===== config.mk =====
export PLATFORM = sky130hd
export DESIGN_NAME = pht_predictor
export DESIGN_NICKNAME = d
export VERILOG_FILES = /design/src/rtl/pht_predictor.sv
export SDC_FILE = /design/constraint.sdc
export NUM_CORES = 1
export LEC_CHECK = 0
export CORE_AREA = 2 2 85 87
export CTS_CLUSTER_SIZE = 16
export DETAILED_ROUTE_END_ITERATION = 6
export DIE_AREA = 0 0 87 89
export PLACE_DENSITY = 0.84
export SYNTH_ARGS = -nofsm -noshare
export SYNTH_HDL_FRONTEND = slang
export SYNTH_SLANG_ARGS = --single-unit
export TNS_END_PERCENT = 1

===== constraint.sdc =====
create_clock -name clk -period 4.95 [get_ports clk]
set_input_delay 0.99 -clock clk [delete_from_list [all_inputs] [get_ports clk]]
set_output_delay 0.99 -clock clk [all_outputs]
set_load 0.01 [all_outputs]

===== src/rtl/pht_predictor.sv =====
// Branch direction predictor: a table of saturating counters indexed bimodally or
// gshare-style, with a one-cycle prediction path and a non-speculative update port.
module pht_predictor #(
  parameter int unsigned PC_W    = 32,
  parameter int unsigned INDEX_W = 4,
  parameter int unsigned CTR_W   = 2,
  parameter int unsigned HIST_W  = 4,
  parameter int unsigned GSHARE  = 1,
  parameter int unsigned STAT_W  = 16
) (
  input  logic               clk,
  input  logic               rst_n,
  input  logic               request,
  input  logic [PC_W-1:0]    req_pc,
  output logic               prediction,
  output logic               pred_valid,
  output logic [INDEX_W-1:0] pred_index,
  input  logic               result,
  input  logic [INDEX_W-1:0] res_index,
  input  logic               taken,
  input  logic               res_pred,
  output logic [STAT_W-1:0]  lookups,
  output logic [STAT_W-1:0]  mispredicts
);

  localparam int unsigned      ENTRIES  = 1 << INDEX_W;
  localparam logic [CTR_W-1:0] CTR_INIT = CTR_W'((1 << (CTR_W - 1)) - 1);
  localparam logic [CTR_W-1:0] CTR_MAX  = {CTR_W{1'b1}};
  localparam logic [STAT_W-1:0] STAT_MAX = {STAT_W{1'b1}};

  logic [CTR_W-1:0]   pht [ENTRIES];
  logic [HIST_W-1:0]  ghr;

  logic [INDEX_W-1:0] req_idx_c;
  logic [INDEX_W-1:0] hist_idx_c;
  logic [CTR_W-1:0]   res_ctr_c;
  logic [CTR_W-1:0]   res_ctr_next_c;
  logic [HIST_W-1:0]  ghr_next_c;
  logic               unused_pc_bits;

  // Only the word-aligned index bits of the PC participate in the lookup
  assign unused_pc_bits = ^{req_pc[PC_W-1:INDEX_W+2], req_pc[1:0]};

  // History is zero-extended into the index width; bimodal mode ignores it
  assign hist_idx_c = (GSHARE != 0) ? INDEX_W'(ghr) : '0;
  assign req_idx_c  = req_pc[INDEX_W+1:2] ^ hist_idx_c;

  // Saturating step of the counter being trained
  always_comb begin
    res_ctr_c      = pht[res_index];
    res_ctr_next_c = res_ctr_c;
    if (taken) begin
      if (res_ctr_c != CTR_MAX) res_ctr_next_c = res_ctr_c + CTR_W'(1);
    end else begin
      if (res_ctr_c != '0) res_ctr_next_c = res_ctr_c - CTR_W'(1);
    end
  end

  // Shift-in form also covers a single-bit history register
  assign ghr_next_c = HIST_W'({ghr, taken});

  // Counter table and history; reads below see pre-update contents
  always_ff @(posedge clk or negedge rst_n) begin
    if (!rst_n) begin
      for (int i = 0; i < int'(ENTRIES); i++) pht[i] <= CTR_INIT;
      ghr <= '0;
    end else if (result) begin
      pht[res_index] <= res_ctr_next_c;
      ghr            <= ghr_next_c;
    end
  end

  // Prediction outputs; value and index hold while no request arrives
  always_ff @(posedge clk or negedge rst_n) begin
    if (!rst_n) begin
      prediction <= 1'b0;
      pred_valid <= 1'b0;
      pred_index <= '0;
    end else begin
      pred_valid <= request;
      if (request) begin
        prediction <= pht[req_idx_c][CTR_W-1];
        pred_index <= req_idx_c;
      end
    end
  end

  // Saturating performance counters
  always_ff @(posedge clk or negedge rst_n) begin
    if (!rst_n) begin
      lookups     <= '0;
      mispredicts <= '0;
    end else begin
      if (request && (lookups != STAT_MAX)) lookups <= lookups + STAT_W'(1);
      if (result && (taken != res_pred) && (mispredicts != STAT_MAX))
        mispredicts <= mispredicts + STAT_W'(1);
    end
  end

endmodule


==> flow_summary.ini, run 1 <==
[outcome]
run_status = finished clean

[logic_synthesis]
synth_edf_count = 0
ys.warnings.count = 0
syn_inst = 309
seq_area_frac_synth = 0.511
synth_fa_ha_area_frac = 0.00683
async_flop_share = 1.00
post_synth_xor_area_fraction = 0.0813
synth_most_common_cell = dfrtp_1
yosysTopAreaCellShare = 0.396
syn_nets = 353
synth_cell_types = 44
synthTopCellsByArea = dfrtp_1 40%, dfstp_2 11%, mux2_2 7.7%, mux4_2 5.5%, xnor2_1 4.3%
yosys.area.top_type = dfrtp_1
synthMuxAreaShare = 0.174
synth_top_family_by_area = multiplexers
synth-compound-area-share = 0.0601
synth_area_um2 = 3660
synth_flop_cell = dfrtp_1
yosys-top-cells-count = 58 x dfrtp_1, 36 x nor2_1, 25 x mux2_2
yosys_register_bits = 74
yosys.area_share.simple = 0.148
avgSynthCellArea_um2 = 11.9

[timing]
min_period_ps = 3310
fin_skew_ps = 5.92
fin_crit_sh = 0.668
finalSetupViolations = 0
worst_pin_slew_ps = 706
hold_viol = 0
fmax_mhz = 303
final_max_slew_viol_count = 0
rsz0062_at_grt = false
fin_setup_tns_ps = 0
slew_headroom = 0.528

[cts]
clock_path_buffers = 2
clockRootBuffer = clkbuf_8
cts_resized = 0
numClockSinks = 74
tritoncts = done
hold_buffers = 0
clk_latency_ps = 340
cts_max_level = 3
cts_setup_buffers = 0
cts-buffers-inserted = 9
path_clk_slew_ps = 70

[cells_and_area]
fin_util = 0.665
diodes = 0
nFillCells = 483
drive_gt1_frac = 0.201
area_delta_synth_final_pct = 22.0
layout.nets = 408
fin_area_um2 = 4470

[setup_path]
start_kind = primary input
crit_arrival_ps = 3530
rrSetupSlack_ps = 2800
critPathKind = primary input to flip-flop
cp-end-kind = flip-flop
cp.required_ps = 5180
crit_fanout = 12

[routing]
topRoutingLayerUsed = met4
wl_met1_um = 3340
dr.pass1.iters = 4
drt-initial-drc-count = 165
wl_per_cell_um = 16.7
routed_wl_um = 7520
drc = 0
avgViaCountPerCell = 5.77
vias = 2589
dr_wl_met2_um = 3710
met3_length_um = 304
drtAntennaViolNets = 0

[placed_design]
place_area_um2 = 4230
port_buffers = 51
routabilityCongestion = 0.789
hpwl_um = 5210

[floorplan]
initial_utilization = 0.545
die_w_um = 87
die_area_um2 = 7740
core_area_um2 = 6720
rows = 30
die_h_um = 89
ios = 80

[flow_run]
max_cap_violations = 0

[power_and_ir_drop]
ir_worst_vdd_uv = 226
power.leakage_uw = 0.00185
power_density_nw_per_um2 = 487

[global_route]
antenna_found_initial = 0
grt_pass1_vias = 2604
grt_use_total = 0.212
grt_max_degree = 56
grt_pass1_wl_um = 12500
grt-ovfl-total = 0

[worst_hold_path]
hold_class = flip-flop to flip-flop
==> cell families after synthesis <==
logic type / Yosys count
xor+xnor: 34
buf+inv: 16
compound gates: 30
fa+ha+maj: 2
flops: 74
simple gates: 111
mux: 42
==> routing by layer <==
layer,GRT usage,vias up
met3,0.0277,10
li1,-,1217
met2,0.348,77
met1,0.275,1285
met4,0.118,0
met5,0,-
==> layout by cell type (no fill, tap or decap), types with 3 or more instances in the layout <==
master and instances:
dfrtp_1 58, clkdlybuf4s50_1 50, nor2_1 36, mux2_2 25
nand2_1 24, xnor2_1 18, xor2_1 16, dfstp_2 16
a21oi_1 14, nand3_1 12, mux4_2 9, clkbuf_8 9
nor3_1 8, inv_1 7, and3_1 6, o31ai_1 5
nand4_1 4, nor4_1 4, or3_1 4, and4_1 3
mux4_1 3, nand3b_1 3, bufinv_16 3
==> layout make-up <==
cell class	count	area, um^2	area share
Timing Repair Buffer	52	513	0.115
Multi-Input combinational cell	219	1720	0.385
Inverter	8	30.0	0.00672
Clock inverter	5	103	0.0230
Tap cell	80	100	0.0224
Clock buffer	11	131	0.0294
Sequential cell	74	1870	0.419
==> path summary, 6_finish.rpt <==
check / end / start / depth (start not counted)
max: pht[19]$_DFFE_PN0P_ / res_index[0] / 6
min: pht[22]$_DFFE_PN1P_ / pht[22]$_DFFE_PN1P_ / 2
max reg2reg: lookups[10]$_DFFE_PN0P_ / lookups[0]$_DFFE_PN0P_ / 6
min reg2reg: pht[22]$_DFFE_PN1P_ / pht[22]$_DFFE_PN1P_ / 2
max in group asynchronous: pht[5]$_DFFE_PN0P_ / rst_n / 2
min in group asynchronous: lookups[5]$_DFFE_PN0P_ / rst_n / 1
==> report_power, final <==
group          switching, uW  total, uW  internal [uW]  leakage [uW]
registers                149        958            809      0.000880
logic                    299        667            369      0.000856
clock network            215        550            334      0.000114
total                    663       2170           1510       0.00185
==> sequential cells by signal, summed over array words and instances (netlist names) <==
| signal | cells |
|---|---|
| mispredicts | 16 |
| lookups | 16 |
| pred_index | 4 |
| pred_valid | 1 |
| pht | 32 |
| ghr | 4 |
| prediction | 1 |
==> metrics by stage <==
step           power (uW)  setup WS [ps]  hold slack (ps)  cells
6_report             2170           1640              483    449
5_1_grt              2300           1540              492    449
4_1_cts              2180           1670              480    449
3_5_place_dp         1630           1320              470    433
3_3_place_gp         1600           1350              457    433
2_1_floorplan        1340           2400              449    309
==> critical path, stage by stage <==
cell	delay, ps
clkdlybuf4s50_1	910
mux4_1	660
mux2_4	310
nor2_4	220
a21oi_2	140
mux2_2	300
Power figures use the tool's default switching activity.
==> run 2, diff against run 1 <==
--- a/config.mk
+++ b/config.mk
@@ -5,11 +5,11 @@
 export SDC_FILE = /design/constraint.sdc
 export NUM_CORES = 1
 export LEC_CHECK = 0
-export CORE_AREA = 2 2 85 87
+export CORE_AREA = 2 2 93 95
 export CTS_CLUSTER_SIZE = 16
 export DETAILED_ROUTE_END_ITERATION = 6
-export DIE_AREA = 0 0 87 89
-export PLACE_DENSITY = 0.84
+export DIE_AREA = 0 0 95 97
+export PLACE_DENSITY = 0.75
 export SYNTH_ARGS = -nofsm -noshare
 export SYNTH_HDL_FRONTEND = slang
 export SYNTH_SLANG_ARGS = --single-unit
==> constraint.sdc (replaced) <==
create_clock -name clk -period 2.8 [get_ports clk]
set_input_delay 0.56 -clock clk [delete_from_list [all_inputs] [get_ports clk]]
set_output_delay 0.56 -clock clk [all_outputs]
set_load 0.01 [all_outputs]
==> run 2 against run 1 <==
Total power increased by 84%. Critical path type unchanged. Flip-flop and latch count is the same. Register-to-register slack lost 2100 ps. Global-route usage down 2.7 points.
==> flow_summary.ini, run 2 (synthesized netlist as in run 1, its figures left out) <==
[outcome]
run_status = finished clean

[global_route]
antenna_found_initial = 0
grt_max_degree = 35
grt_pass1_vias = 2757
grt_pass1_wl_um = 13300
grt-ovfl-total = 0
grt_use_total = 0.185

[floorplan]
die_w_um = 95
die_area_um2 = 9220
ios = 80
core_area_um2 = 8130
die_h_um = 97
initial_utilization = 0.450
rows = 33

[setup_path]
r2r-start = lookups[0]$_DFFE_PN0P_
worstSetupEndpoint = pht[18]$_DFFE_PN1P_
reg2reg_depth = 6
r2r_end = lookups[10]$_DFFE_PN0P_
cp-startpoint = res_index[0]
start_kind = primary input
crit_arrival_ps = 2740
cp.required_ps = 3070
path_cells = clkdlybuf4s50_1, mux4_1, mux2_4, a21oi_4, nor2_2, mux2_2
crit_slowest_cell = clkdlybuf4s50_1
rrSetupSlack_ps = 710
critPathKind = primary input to flip-flop
cp-end-kind = flip-flop
crit_fanout = 6
slowest_delay_ps = 650

[routing]
wl_per_cell_um = 16.2
topRoutingLayerUsed = met4
vias = 2604
drtAntennaViolNets = 0
dr_wl_met2_um = 3930
avgViaCountPerCell = 5.37
met3_length_um = 277
dr.pass1.iters = 4
routed_wl_um = 7870
wl_met1_um = 3480
drt-initial-drc-count = 234
drc = 0

[power_and_ir_drop]
p_int_uw = 2790
seq_power_share = 0.428
power_frac_clock = 0.272
power.leakage_uw = 0.00193
power_frac_comb = 0.300
switching_share = 0.302
power_uw = 4000
switching_power_uw = 1210
ir_worst_vdd_uv = 351
power_density_nw_per_um2 = 862

[cts]
cts_setup_buffers = 0
numClockSinks = 74
clock_path_buffers = 2
cts_max_level = 3
cts_resized = 0
tritoncts = done
cts-buffers-inserted = 9
path_clk_slew_ps = 80
hold_buffers = 0
clockRootBuffer = clkbuf_8
clk_latency_ps = 340

[placed_design]
routabilityCongestion = 0.877
dp.cells = 469
hpwl_um = 5720
place_area_um2 = 4370
port_buffers = 51

[timing]
min_period_ps = 2480
fin_setup_tns_ps = 0
fmax_mhz = 403
final_max_slew_viol_count = 0
fin_skew_ps = 7.26
worst_pin_slew_ps = 774
rsz0062_at_grt = false
slew_headroom = 0.484
finalSetupViolations = 0
fin_crit_sh = 0.886
hold_viol = 0

[cells_and_area]
fin_cells = 485
largest_register_ffs = 32
layout.nets = 419
fin_area_um2 = 4640
diodes = 0
fin_util = 0.570
drive_gt1_frac = 0.226
reg_top3 = pht x32, lookups x16, mispredicts x16
final_common_cell = dfrtp_1
regMostFlops = pht
layout_common_cells = 58 x dfrtp_1, 50 x clkdlybuf4s50_1, 36 x nor2_1, 25 x mux2_2, 24 x nand2_1
area_delta_synth_final_pct = 26.6

[flow_run]
max_cap_violations = 0

[worst_hold_path]
hold_class = primary input to asynchronous set/reset pin
run 2: cell count changes in the layout (fill, tap and decap cells not counted), sizes merged:
cell	delta
buf	+11
bufinv	+1
clkbuf	-1
clkinvlp	-1
inv	+1
run 2: per-stage QoR:
step / setup WS (ps) / hold WS [ps]
floorplan: 676 / 264
global placement: 5.41 / 459
detailed placement: 0.296 / 464
CTS: 328 / 306
global route: 261 / 339
finish: 321 / 293
run 2: routing by layer:
layer	global-route usage	vias up
met5	0	-
met4	0.0925	0
met3	0.0327	14
met2	0.299	67
met1	0.238	1287
li1	-	1236
run 2: final cells by class:
class                      count  area [um^2]
clock buffer                  10          128
clock inverter                 6          138
fill                         657         3500
inverter                       8         30.0
multi-input combinational    219         1720
sequential                    74         1870
tap                          105          131
timing repair buffer          63          621
run 2: how the worst min path moves through the flow:
stage / from / cells after the start / end / slack [ps]
3_5_place_dp: pht[30]$_DFFE_PN1P_ / 2 / pht[30]$_DFFE_PN1P_ / 460
6_report: rst_n / 1 / mispredicts[7]$_DFFE_PN0P_ / 290
2_1_floorplan: rst_n / 0 / ghr[0]$_DFFE_PN0P_ / 260
5_1_grt: rst_n / 1 / mispredicts[6]$_DFFE_PN0P_ / 340
3_3_place_gp: pht[26]$_DFFE_PN1P_ / 2 / pht[26]$_DFFE_PN1P_ / 460
4_1_cts: rst_n / 1 / mispredicts[7]$_DFFE_PN0P_ / 310
run 2: power by group through the flow:
stage | Clock [uW] | Combinational (uW) | Sequential, uW
4_1_cts | 1110 | 1210 | 1710
3_3_place_gp | 0 | 1160 | 1700
3_5_place_dp | 0 | 1200 | 1720
5_1_grt | 1160 | 1320 | 1750
2_1_floorplan | 0 | 666 | 1710
6_report | 1090 | 1200 | 1710
run 2: worst max-delay path: cells and delay by family:
family,cells,cell delay [ps]
muxes,3,1210
AOI/OAI and AO/OA,1,230
and+or+nand+nor,1,80
buffers and inverters,1,650
==> run 3, diff against run 2 <==
--- a/config.mk
+++ b/config.mk
@@ -5,10 +5,10 @@
 export SDC_FILE = /design/constraint.sdc
 export NUM_CORES = 1
 export LEC_CHECK = 0
-export CORE_AREA = 2 2 93 95
+export CORE_AREA = 2 2 85 103
 export CTS_CLUSTER_SIZE = 16
 export DETAILED_ROUTE_END_ITERATION = 6
-export DIE_AREA = 0 0 95 97
+export DIE_AREA = 0 0 87 105
 export PLACE_DENSITY = 0.75
 export SYNTH_ARGS = -nofsm -noshare
 export SYNTH_HDL_FRONTEND = slang
==> run 3 against run 2 <==
Critical path depth did not move. Routed wire length fell by 5.4%. Register-to-register slack improved by 50 ps. Clock skew rose by 4.4 ps. Total power fell by 5.0%. Critical path type unchanged. Largest power group unchanged. Highest routed layer unchanged.
==> flow_summary.ini, run 3 (synthesized netlist as in run 1, its figures left out) <==
[outcome]
run_status = finished clean

[floorplan]
rows = 36
initial_utilization = 0.454
die_area_um2 = 9140
die_h_um = 105
core_area_um2 = 8060
ios = 80
die_w_um = 87

[flow_run]
max_cap_violations = 0

[setup_path]
cp-end-kind = flip-flop
reg2reg_depth = 5
r2r_end = lookups[10]$_DFFE_PN0P_
path_delay_family = multiplexers
r2r-start = lookups[4]$_DFFE_PN0P_
path_cells = clkdlybuf4s50_1, mux4_1, mux2_4, a21oi_4, nor2_2, mux2_2
crit_fanout = 6
crit_slowest_cell = clkdlybuf4s50_1
slowest_delay_ps = 620
cp_num_buf_inv = 1
critPathKind = primary input to flip-flop
rrSetupSlack_ps = 760
cp.required_ps = 3080
start_kind = primary input
crit_arrival_ps = 2710

[timing]
slew_headroom = 0.586
hold_viol = 0
min_period_ps = 2430
worst_pin_slew_ps = 621
rsz0062_at_grt = false
fmax_mhz = 411
fin_crit_sh = 0.868
finalSetupViolations = 0
fin_hold_ws_ps = 207
final_max_slew_viol_count = 0
fin_setup_tns_ps = 0
fin_skew_ps = 11.6

[cts]
cts_resized = 0
cts_setup_buffers = 0
hold_buffers = 0
tritoncts = done
numClockSinks = 74
clock_path_buffers = 2
clk_latency_ps = 360
clockRootBuffer = clkbuf_8
cts-buffers-inserted = 9
cts_max_level = 3
path_clk_slew_ps = 80

[routing]
drc = 0
routed_wl_um = 7440
wl_per_cell_um = 15.6
drt-initial-drc-count = 145
dr.pass1.iters = 4
avgViaCountPerCell = 5.46
drtAntennaViolNets = 0
vias = 2604

[cells_and_area]
nFillCells = 671
regMostFlops = pht
ff_latch_area_um2 = 1870
diodes = 0
final_common_cell = dfrtp_1
layout_common_cells = 58 x dfrtp_1, 50 x clkdlybuf4s50_1, 36 x nor2_1, 25 x mux2_2, 24 x nand2_1
reg_top3 = pht x32, lookups x16, mispredicts x16
area_delta_synth_final_pct = 24.8
fin_cells = 477
drive_gt1_frac = 0.230
fin_util = 0.567
layout.nets = 421
largest_register_ffs = 32
multi_input_area_um2 = 1720

[power_and_ir_drop]
ir_worst_vdd_uv = 385
power_uw = 3800
power.leakage_uw = 0.00191
power_density_nw_per_um2 = 831

[global_route]
grt_max_degree = 29
grt_pass1_vias = 2661
grt_use_total = 0.182
grt_pass1_wl_um = 12900
grt-ovfl-total = 0
antenna_found_initial = 0

[placed_design]
hpwl_um = 5410
port_buffers = 51
dp.cells = 461
routabilityCongestion = 0.785

[worst_hold_path]
hold_class = primary input to asynchronous set/reset pin
run 3: power by group:
| part | switching, uW | total, uW | internal, uW |
|---|---|---|---|
| combinational | 510 | 1180 | 670 |
| sequential | 259 | 1690 | 1430 |
| clock | 402 | 926 | 523 |
run 3: worst max-delay path by stage:
stage	cells after the start	slack [ps]	endpoint	from
after floorplan	4	680	prediction$_DFFE_PN0P_	req_pc[2]
after global placement	6	60	pht[18]$_DFFE_PN1P_	res_index[0]
after detailed placement	6	10	pht[6]$_DFFE_PN1P_	res_index[0]
after CTS	6	390	pht[20]$_DFFE_PN1P_	res_index[0]
after global routing	7	310	pht[8]$_DFFE_PN1P_	res_index[0]
final	6	370	pht[20]$_DFFE_PN1P_	res_index[0]
run 3: per-stage QoR:
step	cell area, um^2	worst slack (ps)
CTS	4570	388
global placement	4350	55.3
global route	4570	309
floorplan	3660	676
detailed placement	4350	10.2
finish	4570	369
run 3: layer usage:
| layer | global-route usage | routed length, um |
|---|---|---|
| met4 | 0.0949 | 176 |
| met2 | 0.285 | 3660 |
| met1 | 0.228 | 3300 |
| met3 | 0.0466 | 303 |
| met5 | 0 | 0 |
run 3: cell type report:
class                   instances  share of cell area
clock buffers                  11              0.0309
clock inverters                 5              0.0170
inverters                       8             0.00657
multi-input cells             219               0.376
flip-flops and latches         74               0.410
well taps                      95              0.0260
repair buffers                 65               0.134
run 3: worst register-to-register path: stages, from the launching register on:
cell	delay [ps]
dfrtp_1	430
and4_1	240
and4_1	260
a41o_1	390
or4_1	480
xnor2_1	140
